File: src/rtl/nic_host_pkg.sv
// Shared definitions for the NIC host agent: NIC register map, status bit
// position and the sequencer state encoding.
package nic_host_pkg;

  localparam logic [1:0] NIC_ADDR_IN_BUF   = 2'd0;
  localparam logic [1:0] NIC_ADDR_IN_STAT  = 2'd1;
  localparam logic [1:0] NIC_ADDR_OUT_BUF  = 2'd2;
  localparam logic [1:0] NIC_ADDR_OUT_STAT = 2'd3;

  localparam int unsigned STAT_BIT = 0;

  typedef enum logic [2:0] {
    ST_IDLE,
    ST_POLL_IN,
    ST_WAIT_IN,
    ST_RD_IN,
    ST_WAIT_RD,
    ST_POLL_OUT,
    ST_WAIT_OUT,
    ST_WR_OUT
  } state_e;

endpackage

File: src/rtl/host_sync_fifo.sv
// Small synchronous FIFO used for the host-side TX and RX queues.
// Ports: clk, reset (sync, active-low), push/push_data (ignored when full),
//        pop (ignored when empty), full, empty, head (zero while empty).
module host_sync_fifo #(
  parameter int unsigned WIDTH = 64,
  parameter int unsigned DEPTH = 4
) (
  input  logic             clk,
  input  logic             reset,
  input  logic             push,
  input  logic [WIDTH-1:0] push_data,
  input  logic             pop,
  output logic             full,
  output logic             empty,
  output logic [WIDTH-1:0] head
);

  localparam int unsigned AW = (DEPTH > 1) ? $clog2(DEPTH) : 1;
  localparam int unsigned CW = AW + 1;

  logic [WIDTH-1:0] mem [DEPTH];
  logic [AW-1:0]    wr_ptr;
  logic [AW-1:0]    rd_ptr;
  logic [CW-1:0]    count;
  logic             do_push;
  logic             do_pop;

  assign full    = (count == CW'(DEPTH));
  assign empty   = (count == '0);
  assign do_push = push && !full;
  assign do_pop  = pop && !empty;
  // Gate the head so an empty queue presents zero without resetting storage.
  assign head    = empty ? '0 : mem[rd_ptr];

  // Storage write; DEPTH is a power of two so pointers wrap naturally.
  always_ff @(posedge clk) begin
    if (do_push) mem[wr_ptr] <= push_data;
  end

  // Pointer and occupancy tracking.
  always_ff @(posedge clk) begin
    if (!reset) begin
      wr_ptr <= '0;
      rd_ptr <= '0;
      count  <= '0;
    end else begin
      if (do_push) wr_ptr <= wr_ptr + AW'(1);
      if (do_pop)  rd_ptr <= rd_ptr + AW'(1);
      case ({do_push, do_pop})
        2'b10:   count <= count + CW'(1);
        2'b01:   count <= count - CW'(1);
        default: count <= count;
      endcase
    end
  end

endmodule

File: src/rtl/nic_host_agent.sv
// Host-side sequencer driving a mesh NIC's CPU register port. Polls NIC
// status, moves TX-queue packets into the NIC output channel and drains the
// NIC input channel into the RX queue, alternating RX/TX priority.
// Ports: clk, reset (sync, active-low); host TX stream tx_valid/tx_ready/
//        tx_data; host RX stream rx_valid/rx_ready/rx_data; NIC register
//        port addr/d_in/d_out/nicEn/nicEnWR; tx_count/rx_count packet
//        counters (wrapping); busy (sequencer not idle).
module nic_host_agent
  import nic_host_pkg::*;
#(
  parameter int unsigned PACKET_WIDTH = 64,
  parameter int unsigned TXQ_DEPTH    = 4,
  parameter int unsigned RXQ_DEPTH    = 4,
  parameter int unsigned CNT_WIDTH    = 16
) (
  input  logic                    clk,
  input  logic                    reset,
  input  logic                    tx_valid,
  output logic                    tx_ready,
  input  logic [PACKET_WIDTH-1:0] tx_data,
  output logic                    rx_valid,
  input  logic                    rx_ready,
  output logic [PACKET_WIDTH-1:0] rx_data,
  output logic [1:0]              addr,
  output logic [PACKET_WIDTH-1:0] d_in,
  input  logic [PACKET_WIDTH-1:0] d_out,
  output logic                    nicEn,
  output logic                    nicEnWR,
  output logic [CNT_WIDTH-1:0]    tx_count,
  output logic [CNT_WIDTH-1:0]    rx_count,
  output logic                    busy
);

  state_e                  state;
  state_e                  state_d;
  logic                    prio_tx;
  logic                    prio_tx_d;
  logic [1:0]              addr_d;
  logic [PACKET_WIDTH-1:0] d_in_d;
  logic                    en_d;
  logic                    wr_d;
  logic                    tx_full;
  logic                    tx_empty;
  logic                    rx_full;
  logic                    rx_empty;
  logic [PACKET_WIDTH-1:0] tx_head;
  logic                    tx_pop;
  logic                    rx_push;

  assign tx_ready = !tx_full;
  assign rx_valid = !rx_empty;
  assign tx_pop   = (state == ST_WR_OUT);
  assign rx_push  = (state == ST_WAIT_RD);

  // Outgoing packets from the host; popped only in WR_OUT so the head is
  // stable across the whole poll/write sequence.
  host_sync_fifo #(.WIDTH(PACKET_WIDTH), .DEPTH(TXQ_DEPTH)) u_txq (
    .clk       (clk),
    .reset     (reset),
    .push      (tx_valid),
    .push_data (tx_data),
    .pop       (tx_pop),
    .full      (tx_full),
    .empty     (tx_empty),
    .head      (tx_head)
  );

  // Incoming packets to the host; d_out carries read data in WAIT_RD.
  host_sync_fifo #(.WIDTH(PACKET_WIDTH), .DEPTH(RXQ_DEPTH)) u_rxq (
    .clk       (clk),
    .reset     (reset),
    .push      (rx_push),
    .push_data (d_out),
    .pop       (rx_ready),
    .full      (rx_full),
    .empty     (rx_empty),
    .head      (rx_data)
  );

  // Next state, priority and the NIC access to present in the next state.
  always_comb begin
    state_d   = state;
    prio_tx_d = prio_tx;
    addr_d    = addr;
    d_in_d    = '0;
    en_d      = 1'b0;
    wr_d      = 1'b0;

    case (state)
      ST_IDLE: begin
        if (!prio_tx) begin
          if (!rx_full)       state_d = ST_POLL_IN;
          else if (!tx_empty) state_d = ST_POLL_OUT;
        end else begin
          if (!tx_empty)      state_d = ST_POLL_OUT;
          else if (!rx_full)  state_d = ST_POLL_IN;
        end
        if (state_d != ST_IDLE) prio_tx_d = !prio_tx;
      end
      ST_POLL_IN:  state_d = ST_WAIT_IN;
      ST_WAIT_IN:  state_d = d_out[STAT_BIT] ? ST_RD_IN : ST_IDLE;
      ST_RD_IN:    state_d = ST_WAIT_RD;
      ST_WAIT_RD:  state_d = ST_IDLE;
      ST_POLL_OUT: state_d = ST_WAIT_OUT;
      ST_WAIT_OUT: state_d = d_out[STAT_BIT] ? ST_IDLE : ST_WR_OUT;
      ST_WR_OUT:   state_d = ST_IDLE;
      default:     state_d = ST_IDLE;
    endcase

    // Access registers are loaded on entry so nicEn is high for exactly the
    // cycle spent in an access state.
    case (state_d)
      ST_POLL_IN: begin
        en_d   = 1'b1;
        addr_d = NIC_ADDR_IN_STAT;
      end
      ST_RD_IN: begin
        en_d   = 1'b1;
        addr_d = NIC_ADDR_IN_BUF;
      end
      ST_POLL_OUT: begin
        en_d   = 1'b1;
        addr_d = NIC_ADDR_OUT_STAT;
      end
      ST_WR_OUT: begin
        en_d   = 1'b1;
        wr_d   = 1'b1;
        addr_d = NIC_ADDR_OUT_BUF;
        d_in_d = tx_head;
      end
      default: ;
    endcase
  end

  // State, NIC port and counter registers.
  always_ff @(posedge clk) begin
    if (!reset) begin
      state    <= ST_IDLE;
      prio_tx  <= 1'b0;
      addr     <= '0;
      d_in     <= '0;
      nicEn    <= 1'b0;
      nicEnWR  <= 1'b0;
      busy     <= 1'b0;
      tx_count <= '0;
      rx_count <= '0;
    end else begin
      state   <= state_d;
      prio_tx <= prio_tx_d;
      addr    <= addr_d;
      d_in    <= d_in_d;
      nicEn   <= en_d;
      nicEnWR <= wr_d;
      busy    <= (state_d != ST_IDLE);
      if (tx_pop)  tx_count <= tx_count + CNT_WIDTH'(1);
      if (rx_push) rx_count <= rx_count + CNT_WIDTH'(1);
    end
  end

endmodule

File: config.mk
export PLATFORM = sky130hd
export DESIGN_NAME = nic_host_agent
export DESIGN_NICKNAME = d
export VERILOG_FILES = /design/src/rtl/nic_host_pkg.sv /design/src/rtl/host_sync_fifo.sv /design/src/rtl/nic_host_agent.sv
export SDC_FILE = /design/constraint.sdc
export NUM_CORES = 1
export LEC_CHECK = 0
export CORE_ASPECT_RATIO = 1.2
export CORE_MARGIN = 2
export CORE_UTILIZATION = 50
export CTS_CLUSTER_SIZE = 10
export DETAILED_ROUTE_END_ITERATION = 10
export GPL_TIMING_DRIVEN = 0
export MAX_ROUTING_LAYER = met4
export PLACE_DENSITY = 0.79
export SLEW_MARGIN = 20
export SYNTH_ARGS = -nofsm -noshare
export SYNTH_HDL_FRONTEND = slang
export SYNTH_SLANG_ARGS = --single-unit
File: constraint.sdc
create_clock -name clk -period 4.86 [get_ports clk]
set_input_delay 0.972 -clock clk [delete_from_list [all_inputs] [get_ports clk]]
set_output_delay 0.972 -clock clk [all_outputs]
set_load 0.01 [all_outputs]
==> flow_summary_export.csv, run 1 <==
group,metric,value,unit
floorplan,initial_core_util,0.505,
global_routing,grt_first_pass_wirelength,75800,um
setup_path,startpoint_type,"register",
final_layout,fin_cells,2252,
sta,period_needed,4.13,ns
logic_synthesis,synth_area,23200,sq um
run,drv_cap,0,
placement,dp.final_hpwl,31700,um
logic_synthesis,ys_seq_elements,632,
sta,hold_viol,0,
pwr,leakage,0.00944,uW
drt,viasPerCell,5.37,
setup_path,crit_required,3.89,ns
pwr,peakVddDrop,0.361,mV
global_routing,antenna_found_initial,4,
sta,maxSlewHeadroom,0.367,
final_layout,final_cell_area,29400,sq um
drt,ant_nets,0,
global_routing,grt_usage,0.215,
clock_tree,cts_tree,"done",
logic_synthesis,synth_area_per_cell,19.5,sq um
setup_path,crit_fanout,10,
final_layout,nNetsFinal,1718,
final_layout,fillCellCount,3136,
floorplan,die-width,201,um
clock_tree,cts_sinks,632,
sta,fin_crit_sh,0.850,
hold_path,min_path_type,"reg -> reg",
placement,portBuffers,298,
logic_synthesis,yosys_warnings,0,
global_routing,grt_pass1_vias,12900,
floorplan,dieArea,48200,sq um
floorplan,core,45900,sq um
logic_synthesis,synth-edff-count,512,
drt,drt_iter0_drc,622,
global_routing,grt-ovfl-total,0,
logic_synthesis,seq_area_frac_synth,0.766,
logic_synthesis,syn_nets,1336,
setup_path,end_kind,"primary output",
clock_tree,cts_max_path_buffers,3,
clock_tree,cts_buffers,74,
floorplan,placementRows,86,
clock_tree,hold_buffers,0,
drt,drc_errors,0,
final_layout,area_growth,26.8,%
hold_path,hold-path-cell-count,2,
placement,dp_cells,2112,
clock_tree,cts_root_buffer,"clkbuf_16",
clock_tree,ctsResizeCount,0,
clock_tree,h-tree-depth,3,
drt,routed_wl,49800,um
setup_path,cp.arrival,3.16,ns
logic_synthesis,synthArstFlopShare,0,
drt,routedWlPerCell,22.1,um
setup_path,worstSetupPathType,"reg -> out",
hold_path,min_from,"prio_tx$_SDFFE_PN0P_",
final_layout,multi_input_area,5200,sq um
sta,setup_viol,0,
final_layout,drive_above_1_share,0.150,
drt,vias,12100,
clock_tree,insertion_delay,0.60,ns
setup_path,r2r_start,"state[1]$_SDFF_PN0_",
drt,drt-pass1-iter-count,5,
floorplan,pin_count,299,
clock_tree,post_cts_buffers,0,
logic_synthesis,netlist_instances,1190,
logic_synthesis,synth_ff_type,"edfxtp_1",
sta,slew_viol_final,0,
sta,holdWs,0.471,ns
sta,fmax,0.242,GHz
setup_path,ff2ff_path_depth,5,
floorplan,dieHeight,240,um
placement,placed_area,27200,sq um
global_routing,grt_max_degree,40,
sta,tightestPinTransition,0.949,ns
clock_tree,clk_pin_slew,0.05,ns
placement,place_congestion,0.766,
sta,rsz0062_at_grt,"false",
sta,finalClockSkew,0.0227,ns
final_layout,regArea,17800,sq um
logic_synthesis,ys_types,41,
status,status,"finished clean",
pwr,power.density,417,nW/um^2
## layout make-up
type	instances	share of cell area
diodes	4	0.000340
plain buffers	55	0.00761
clock buffers	132	0.0738
clock inverters	4	0.00179
inverters	18	0.00230
multi-input cells	485	0.177
flip-flops and latches	632	0.604
well taps	616	0.0262
repair buffers	306	0.108
## path summary, 6_finish.rpt
check	end	slack, ns
worst max-delay path	rx_data[10]	0.73
worst min register to register	prio_tx$_SDFFE_PN0P_	0.47
worst max register to register	u_rxq.mem[2][43]$_DFFE_PP_	2.01
worst min-delay path	prio_tx$_SDFFE_PN0P_	0.47
## kinds of logic after synthesis
kind of cell             share of synthesized area
multiplexers                                 0.126
XOR/XNOR                                    0.0121
flip-flops                                   0.766
buffers and inverters                       0.0125
AO/OA/AOI/OAI                              0.00932
AND/OR/NAND/NOR                             0.0665
adder cells (fa/ha/maj)                    0.00819
## stage by stage
| stage | TNS [ns] | power (uW) | util | worst slack [ns] |
|---|---|---|---|---|
| floorplan | 0 | 6740 | - | 1.67 |
| global placement | -3.32 | 7270 | 0.587 | -0.0420 |
| detailed placement | 0 | 7310 | 0.592 | 1.24 |
| CTS | 0 | 12400 | 0.640 | 0.605 |
| global route | 0 | 12700 | 0.641 | 0.481 |
| finish | 0 | 12300 | 0.641 | 0.731 |
## registers in the layout, summed over array words and instances, names as in the netlist, 3 cells and up, named ones only
register,flops
u_rxq.mem,256
u_rxq.count,3
d_in,64
u_txq.mem,256
tx_count,16
u_txq.count,3
rx_count,16
## Yosys cell counts, types with 3 or more instances
| cell type | instances | share of area |
|---|---|---|
| nand3_1 | 12 | 0.0026 |
| and4_1 | 4 | 0.0015 |
| nor3b_1 | 3 | 0.00097 |
| xor2_1 | 16 | 0.0060 |
| and3_1 | 13 | 0.0035 |
| o21ai_0 | 10 | 0.0022 |
| ha_1 | 12 | 0.0065 |
| or3_1 | 12 | 0.0032 |
| clkbuf_1 | 39 | 0.0063 |
| mux4_2 | 128 | 0.12 |
| nor3_1 | 4 | 0.00086 |
| a21oi_1 | 17 | 0.0037 |
| mux2i_1 | 4 | 0.0017 |
| nor2_1 | 39 | 0.0063 |
| edfxtp_1 | 512 | 0.66 |
| nand4_1 | 10 | 0.0027 |
| nand2b_1 | 4 | 0.0011 |
| nand2_1 | 20 | 0.0032 |
| inv_1 | 18 | 0.0029 |
| and2_1 | 69 | 0.019 |
| nor2b_1 | 66 | 0.018 |
| buf_2 | 13 | 0.0028 |
| buf_1 | 3 | 0.00048 |
| dfxtp_1 | 120 | 0.10 |
| nor4_1 | 6 | 0.0016 |
| xnor2_1 | 16 | 0.0060 |
## cell usage in the layout, fill, tap and decap left out, types with 5 or more instances in the layout
| cell | Yosys | final |
|---|---|---|
| a21oi_1 | 17 | 17 |
| and2_1 | 69 | 69 |
| and3_1 | 13 | 5 |
| and3_4 | 0 | 8 |
| buf_12 | 0 | 5 |
| buf_2 | 13 | 13 |
| clkbuf_1 | 39 | 89 |
| clkbuf_16 | 0 | 77 |
| clkdlybuf4s50_1 | 0 | 298 |
| dfxtp_1 | 120 | 120 |
| edfxtp_1 | 512 | 512 |
| ha_1 | 12 | 12 |
| inv_1 | 18 | 18 |
| mux4_2 | 128 | 128 |
| nand2_1 | 20 | 20 |
| nand3_1 | 12 | 12 |
| nand4_1 | 10 | 10 |
| nor2_1 | 39 | 39 |
| nor2b_1 | 66 | 66 |
| nor4_1 | 6 | 6 |
| o21ai_0 | 10 | 10 |
| or3_1 | 12 | 12 |
| xnor2_1 | 16 | 16 |
| xor2_1 | 16 | 16 |
## layer usage
metal  share of wire  track usage  up-vias
met1            0.38        0.252     6152
met5               0            -        -
met4           0.019       0.0660        0
met3           0.090       0.0664       69
li1                -            -     5418
met2            0.51        0.361      452
## where the power goes
part / switching [uW] / internal, uW / leakage (uW)
registers: 48.1 / 6020 / 0.00562
logic: 532 / 595 / 0.00275
clock network: 2020 / 3060 / 0.00107
total: 2600 / 9670 / 0.00944
## worst max-delay path: stages (launching register included)
cell             delay [ns]
dfxtp_1                0.31
clkbuf_1               0.54
buf_2                  0.47
mux4_2                 0.54
and2_1                 0.17
clkdlybuf4s50_1        0.54
No activity file was read; power rests on OpenSTA's default activity.
==> inputs of run 2 (changes only) <==
Clock period 4.86 ns to 4.2 ns, I/O delays scaled along.
==> run 2 against run 1 <==
Final cell count about the same. Global-route usage unchanged. Combinational power increased by 14%. First-iteration DRC count decreased by 3.7%. Critical path depth unchanged. Hold slack about the same. Register-to-register slack got worse by 0.64 ns. Die area unchanged. Utilization about the same. Count of clock-buffer cells in the layout unchanged. Clock skew increased by 0.00070 ns. Largest cell class unchanged.
==> flow_summary_export.csv, run 2 (same netlist as run 1, synthesis figures left out) <==
group,metric,value,unit
clock_tree,insertion_delay,0.60,ns
clock_tree,post_cts_buffers,0,
clock_tree,h-tree-depth,3,
final_layout,drive_above_1_share,0.150,
pwr,peakVddDrop,0.418,mV
sta,setup_viol,0,
floorplan,pin_count,299,
drt,viasPerCell,5.38,
floorplan,die-width,201,um
setup_path,cp.arrival,3.05,ns
placement,place_congestion,0.766,
clock_tree,cts_sinks,632,
final_layout,fin_util,0.641,
setup_path,end_kind,"primary output",
sta,finalClockSkew,0.0234,ns
final_layout,multi_input_area,5200,sq um
sta,period_needed,3.89,ns
drt,drt-pass1-iter-count,5,
sta,fmax,0.257,GHz
final_layout,nNetsFinal,1717,
sta,fin_setup_tns,0,ns
clock_tree,cts_buffers,74,
floorplan,dieArea,48200,sq um
sta,tightestPinTransition,0.951,ns
setup_path,timing.critical_path.buf_inv,3,
global_routing,grt_max_degree,40,
clock_tree,ctsResizeCount,0,
clock_tree,cts_tree,"done",
status,status,"finished clean",
sta,maxSlewHeadroom,0.366,
clock_tree,cts_max_path_buffers,3,
final_layout,final_cell_mix,"edfxtp_1 (512), clkdlybuf4s50_1 (298), mux4_2 (128), dfxtp_1 (120), clkbuf_1 (88)",
drt,vias,12100,
final_layout,regArea,17800,sq um
global_routing,grt_pass1_vias,12900,
setup_path,path_cells,"clkbuf_1 > clkbuf_1 > mux4_2 > and2_1 > clkdlybuf4s50_1",
pwr,power.internal,11200,uW
setup_path,critical_path.most_common_cell,"clkbuf_1",
drt,routed_wl,49700,um
placement,portBuffers,298,
final_layout,reg_top3,"u_rxq.mem x256, u_txq.mem x256, d_in x64",
pwr,switching_power,3000,uW
setup_path,startpoint_type,"register",
pwr,clkPwrFrac,0.414,
final_layout,area_growth,26.8,%
floorplan,placementRows,86,
hold_path,min_path_type,"reg -> reg",
clock_tree,cts_root_buffer,"clkbuf_16",
drt,drt_iter0_drc,599,
pwr,comb_power_share,0.091,
setup_path,crit_fanout,10,
drt,ant_nets,0,
pwr,power.density,482,nW/um^2
clock_tree,clk_pin_slew,0.05,ns
sta,slew_viol_final,0,
sta,hold_viol,0,
run,drv_cap,0,
pwr,seqPwrFrac,0.495,
final_layout,final_common_cell,"edfxtp_1",
setup_path,cpMaxStageDelayCell,"clkbuf_1",
placement,dp.final_hpwl,31700,um
setup_path,worstSetupPathType,"reg -> out",
global_routing,grt-ovfl-total,0,
sta,fin_crit_sh,0.927,
final_layout,fillCellCount,3137,
global_routing,grt_first_pass_wirelength,75800,um
setup_path,crit_required,3.36,ns
drt,routedWlPerCell,22.1,um
pwr,switching_share,0.211,
drt,drc_errors,0,
clock_tree,hold_buffers,0,
setup_path,slowest_delay,0.59,ns
sta,rsz0062_at_grt,"false",
setup_path,critPathTopFamily,"buffers and inverters",
floorplan,dieHeight,240,um
pwr,leakage,0.00944,uW
global_routing,grt_usage,0.215,
floorplan,initial_core_util,0.505,
floorplan,core,45900,sq um
global_routing,antenna_found_initial,4,
==> run 2: changes by cell type in the layout (fill, tap and decap cells not counted) <==
cell,before,now
clkbuf_1,89,88
==> run 2: metal layers <==
metal | wire, um | global-route usage | share of wire
met1 | 19300 | 0.252 | 0.39
met2 | 25200 | 0.361 | 0.51
met5 | 0 | - | 0
met3 | 4210 | 0.0664 | 0.085
met4 | 965 | 0.0660 | 0.019
==> run 2: metrics by stage <==
step / area, sq um / hold WS (ns) / total power, uW / cells / setup slack (ns)
floorplan: 23200 / 0.448 / 7800 / 1190 / 1.01
global placement: 27000 / 0.458 / 8420 / 2104 / -0.702
detailed placement: 27200 / 0.464 / 8460 / 2112 / 0.707
finish: 29400 / 0.470 / 14200 / 2251 / 0.308
global route: 29400 / 0.510 / 14700 / 2251 / 0.155
CTS: 29400 / 0.476 / 14300 / 2248 / 0.0768
==> run 2: power by group through the flow <==
stage | Sequential, uW | Clock, uW | Combinational (uW)
2_1_floorplan | 7140 | 0 | 662
3_3_place_gp | 7150 | 0 | 1270
3_5_place_dp | 7150 | 0 | 1320
4_1_cts | 7020 | 6000 | 1330
5_1_grt | 7040 | 6240 | 1400
6_report | 7030 | 5870 | 1290
==> run 2: final cells by class <==
cell class | instances | share of cell area
Inverter | 18 | 0.00230
Tap cell | 616 | 0.0262
Antenna cell | 4 | 0.000340
Timing Repair Buffer | 306 | 0.108
Sequential cell | 632 | 0.604
Clock buffer | 132 | 0.0738
Buffer | 54 | 0.00748
Clock inverter | 4 | 0.00179
Multi-Input combinational cell | 485 | 0.177
==> run 2: final timing paths <==
check                                           from                    endpoint  slack (ns)  cells past startpoint
worst max-delay path                        register                 rx_data[61]        0.31                      5
worst min-delay path            prio_tx$_SDFFE_PN0P_        prio_tx$_SDFFE_PN0P_        0.47                      2
worst max register to register   state[1]$_SDFF_PN0_  u_rxq.mem[3][58]$_DFFE_PP_        1.37                      5
worst min register to register  prio_tx$_SDFFE_PN0P_        prio_tx$_SDFFE_PN0P_        0.47                      2
==> run 2: tightest hold or removal path: cells and delay by family, from the launching register on <==
kind          cells  cell delay [ns]
simple gates      1             0.05
flops             1             0.31
mux               1             0.06
==> inputs of run 3 (changes only) <==
Settings changed: CTS_BUF_LIST set to sky130_fd_sc_hd__clkbuf_8.
==> run 3 against run 2 <==
Combinational power barely moved. Sequential power about the same. Sequential share of layout area rose by 0.67 points. Final area shrank 1.1%. Worst setup slack worse by 0.083 ns. Via count up 0.37%. Final cell count grew 1.9%. Die area is the same. Maximum frequency is 2.1% lower. Wire length decreased by 2.6%. Critical path type unchanged. Largest power group unchanged.
==> flow_summary_export.csv, run 3 (same netlist as run 1, synthesis figures left out) <==
group,metric,value,unit
drt,drt-pass1-iter-count,5,
clock_tree,cts_max_path_buffers,3,
global_routing,antenna_found_initial,4,
pwr,peakVddDrop,0.398,mV
global_routing,grt-ovfl-total,0,
pwr,leakage,0.00949,uW
global_routing,grt_max_degree,40,
drt,drt_iter0_drc,622,
setup_path,rrSetupSlack,1.36,ns
final_layout,nNetsFinal,1739,
drt,viasPerCell,5.30,
final_layout,reg_top3,"u_rxq.mem x256, u_txq.mem x256, d_in x64",
sta,tightestPinTransition,1.00,ns
global_routing,grt_pass1_vias,13000,
placement,dp.final_hpwl,31700,um
clock_tree,insertion_delay,0.67,ns
placement,placed_area,27200,sq um
status,status,"finished clean",
clock_tree,clk_pin_slew,0.06,ns
setup_path,reg2reg_to,"u_rxq.mem[2][49]$_DFFE_PP_",
sta,holdWs,0.471,ns
sta,slew_viol_final,0,
sta,finalClockSkew,0.0277,ns
setup_path,crit_end,"rx_data[61]",
final_layout,final_cell_area,29100,sq um
placement,place_congestion,0.766,
clock_tree,cts_tree,"done",
drt,routed_wl,48400,um
sta,maxSlewHeadroom,0.332,
clock_tree,cts_root_buffer,"clkbuf_8",
floorplan,dieHeight,240,um
drt,ant_nets,0,
placement,portBuffers,298,
pwr,power.density,453,nW/um^2
sta,fmax,0.252,GHz
pwr,clkPwrFrac,0.371,
setup_path,crit_fanout,10,
pwr,switching_power,2940,uW
floorplan,die-width,201,um
final_layout,drive_above_1_share,0.175,
sta,period_needed,3.97,ns
clock_tree,cts_sinks,632,
pwr,switching_share,0.222,
sta,setup_viol,0,
drt,drc_errors,0,
floorplan,pin_count,299,
floorplan,placementRows,86,
clock_tree,cts_buffers,96,
final_layout,fillCellCount,3183,
drt,vias,12200,
clock_tree,post_cts_buffers,0,
setup_path,r2r_start,"nicEn$_SDFF_PN0_",
floorplan,core,45900,sq um
floorplan,initial_core_util,0.505,
sta,fin_crit_sh,0.946,
global_routing,grt_usage,0.210,
hold_path,min_path_type,"reg -> reg",
final_layout,final_cell_mix,"edfxtp_1 (512), clkdlybuf4s50_1 (298), mux4_2 (128), dfxtp_1 (120), clkbuf_8 (112)",
sta,hold_viol,0,
clock_tree,h-tree-depth,3,
final_layout,fin_util,0.634,
sta,rsz0062_at_grt,"false",
setup_path,startpoint_type,"register",
pwr,comb_power_share,0.097,
drt,routedWlPerCell,21.1,um
setup_path,ff2ff_path_depth,5,
final_layout,final_common_cell,"edfxtp_1",
setup_path,end_kind,"primary output",
floorplan,dieArea,48200,sq um
pwr,power.internal,10300,uW
setup_path,worstSetupPathType,"reg -> out",
setup_path,crit_required,3.36,ns
final_layout,area_growth,25.4,%
setup_path,cp.arrival,3.13,ns
run,drv_cap,0,
pwr,p_total,13200,uW
global_routing,grt_first_pass_wirelength,74300,um
sta,fin_setup_tns,0,ns
pwr,seqPwrFrac,0.532,
clock_tree,hold_buffers,0,
-- run 3: cell types whose count changed in the layout (fill, tap and decap cells not counted), sizes merged --
cell / delta
clkbuf: -20
clkinvlp: +1
bufinv: +2
clkinv: +27
inv: +33
-- run 3: critical path: stages (launching register included) --
cell	delay, ns
dfxtp_1	0.30
clkbuf_1	0.48
clkbuf_1	0.60
mux4_2	0.40
and2_1	0.16
clkdlybuf4s50_1	0.52
-- run 3: area by class of cell --
class | count | area, sq um | area share
antenna | 4 | 10.0 | 0.000344
buffer | 54 | 219 | 0.00752
clock buffer | 112 | 1540 | 0.0529
clock inverter | 67 | 364 | 0.0125
inverter | 18 | 67.6 | 0.00232
multi-input combinational | 485 | 5200 | 0.179
sequential | 632 | 17800 | 0.611
tap | 616 | 771 | 0.0265
timing repair buffer | 306 | 3170 | 0.109
-- run 3: metrics by stage --
step | cells | setup WS [ns]
after floorplan | 1190 | 1.01
after global placement | 2104 | -0.702
after detailed placement | 2112 | 0.707
after CTS | 2290 | 0.124
after global routing | 2294 | 0.0473
final | 2294 | 0.226
-- run 3: worst min path at each step --
stage                               startpoint                   end  slack, ns  depth (start not counted)
after floorplan           prio_tx$_SDFFE_PN0P_  prio_tx$_SDFFE_PN0P_       0.45                          2
after global placement    prio_tx$_SDFFE_PN0P_  prio_tx$_SDFFE_PN0P_       0.46                          2
after detailed placement  addr[1]$_SDFFE_PN0P_  addr[1]$_SDFFE_PN0P_       0.46                          2
after CTS                 prio_tx$_SDFFE_PN0P_  prio_tx$_SDFFE_PN0P_       0.48                          2
after global routing      prio_tx$_SDFFE_PN0P_  prio_tx$_SDFFE_PN0P_       0.51                          2
final                     prio_tx$_SDFFE_PN0P_  prio_tx$_SDFFE_PN0P_       0.47                          2
-- run 3: power by group through the flow --
stage	registers (uW)	clock network [uW]	logic, uW
final	7020	4890	1290
after global routing	7030	5290	1390
after CTS	7020	5030	1310
after detailed placement	7150	0	1320
after global placement	7150	0	1270
after floorplan	7140	0	662
-- run 3: what timing repair did --
action,in CTS,in global routing
hold endpoints to repair,0,0
gates resized for setup,0,0
setup endpoints to repair,28,0
-- run 3: routing by layer --
metal / global-route usage / wire length [um]
met5: - / 0
met4: 0.0691 / 875
met3: 0.0687 / 4230
met2: 0.349 / 24600
met1: 0.244 / 18700
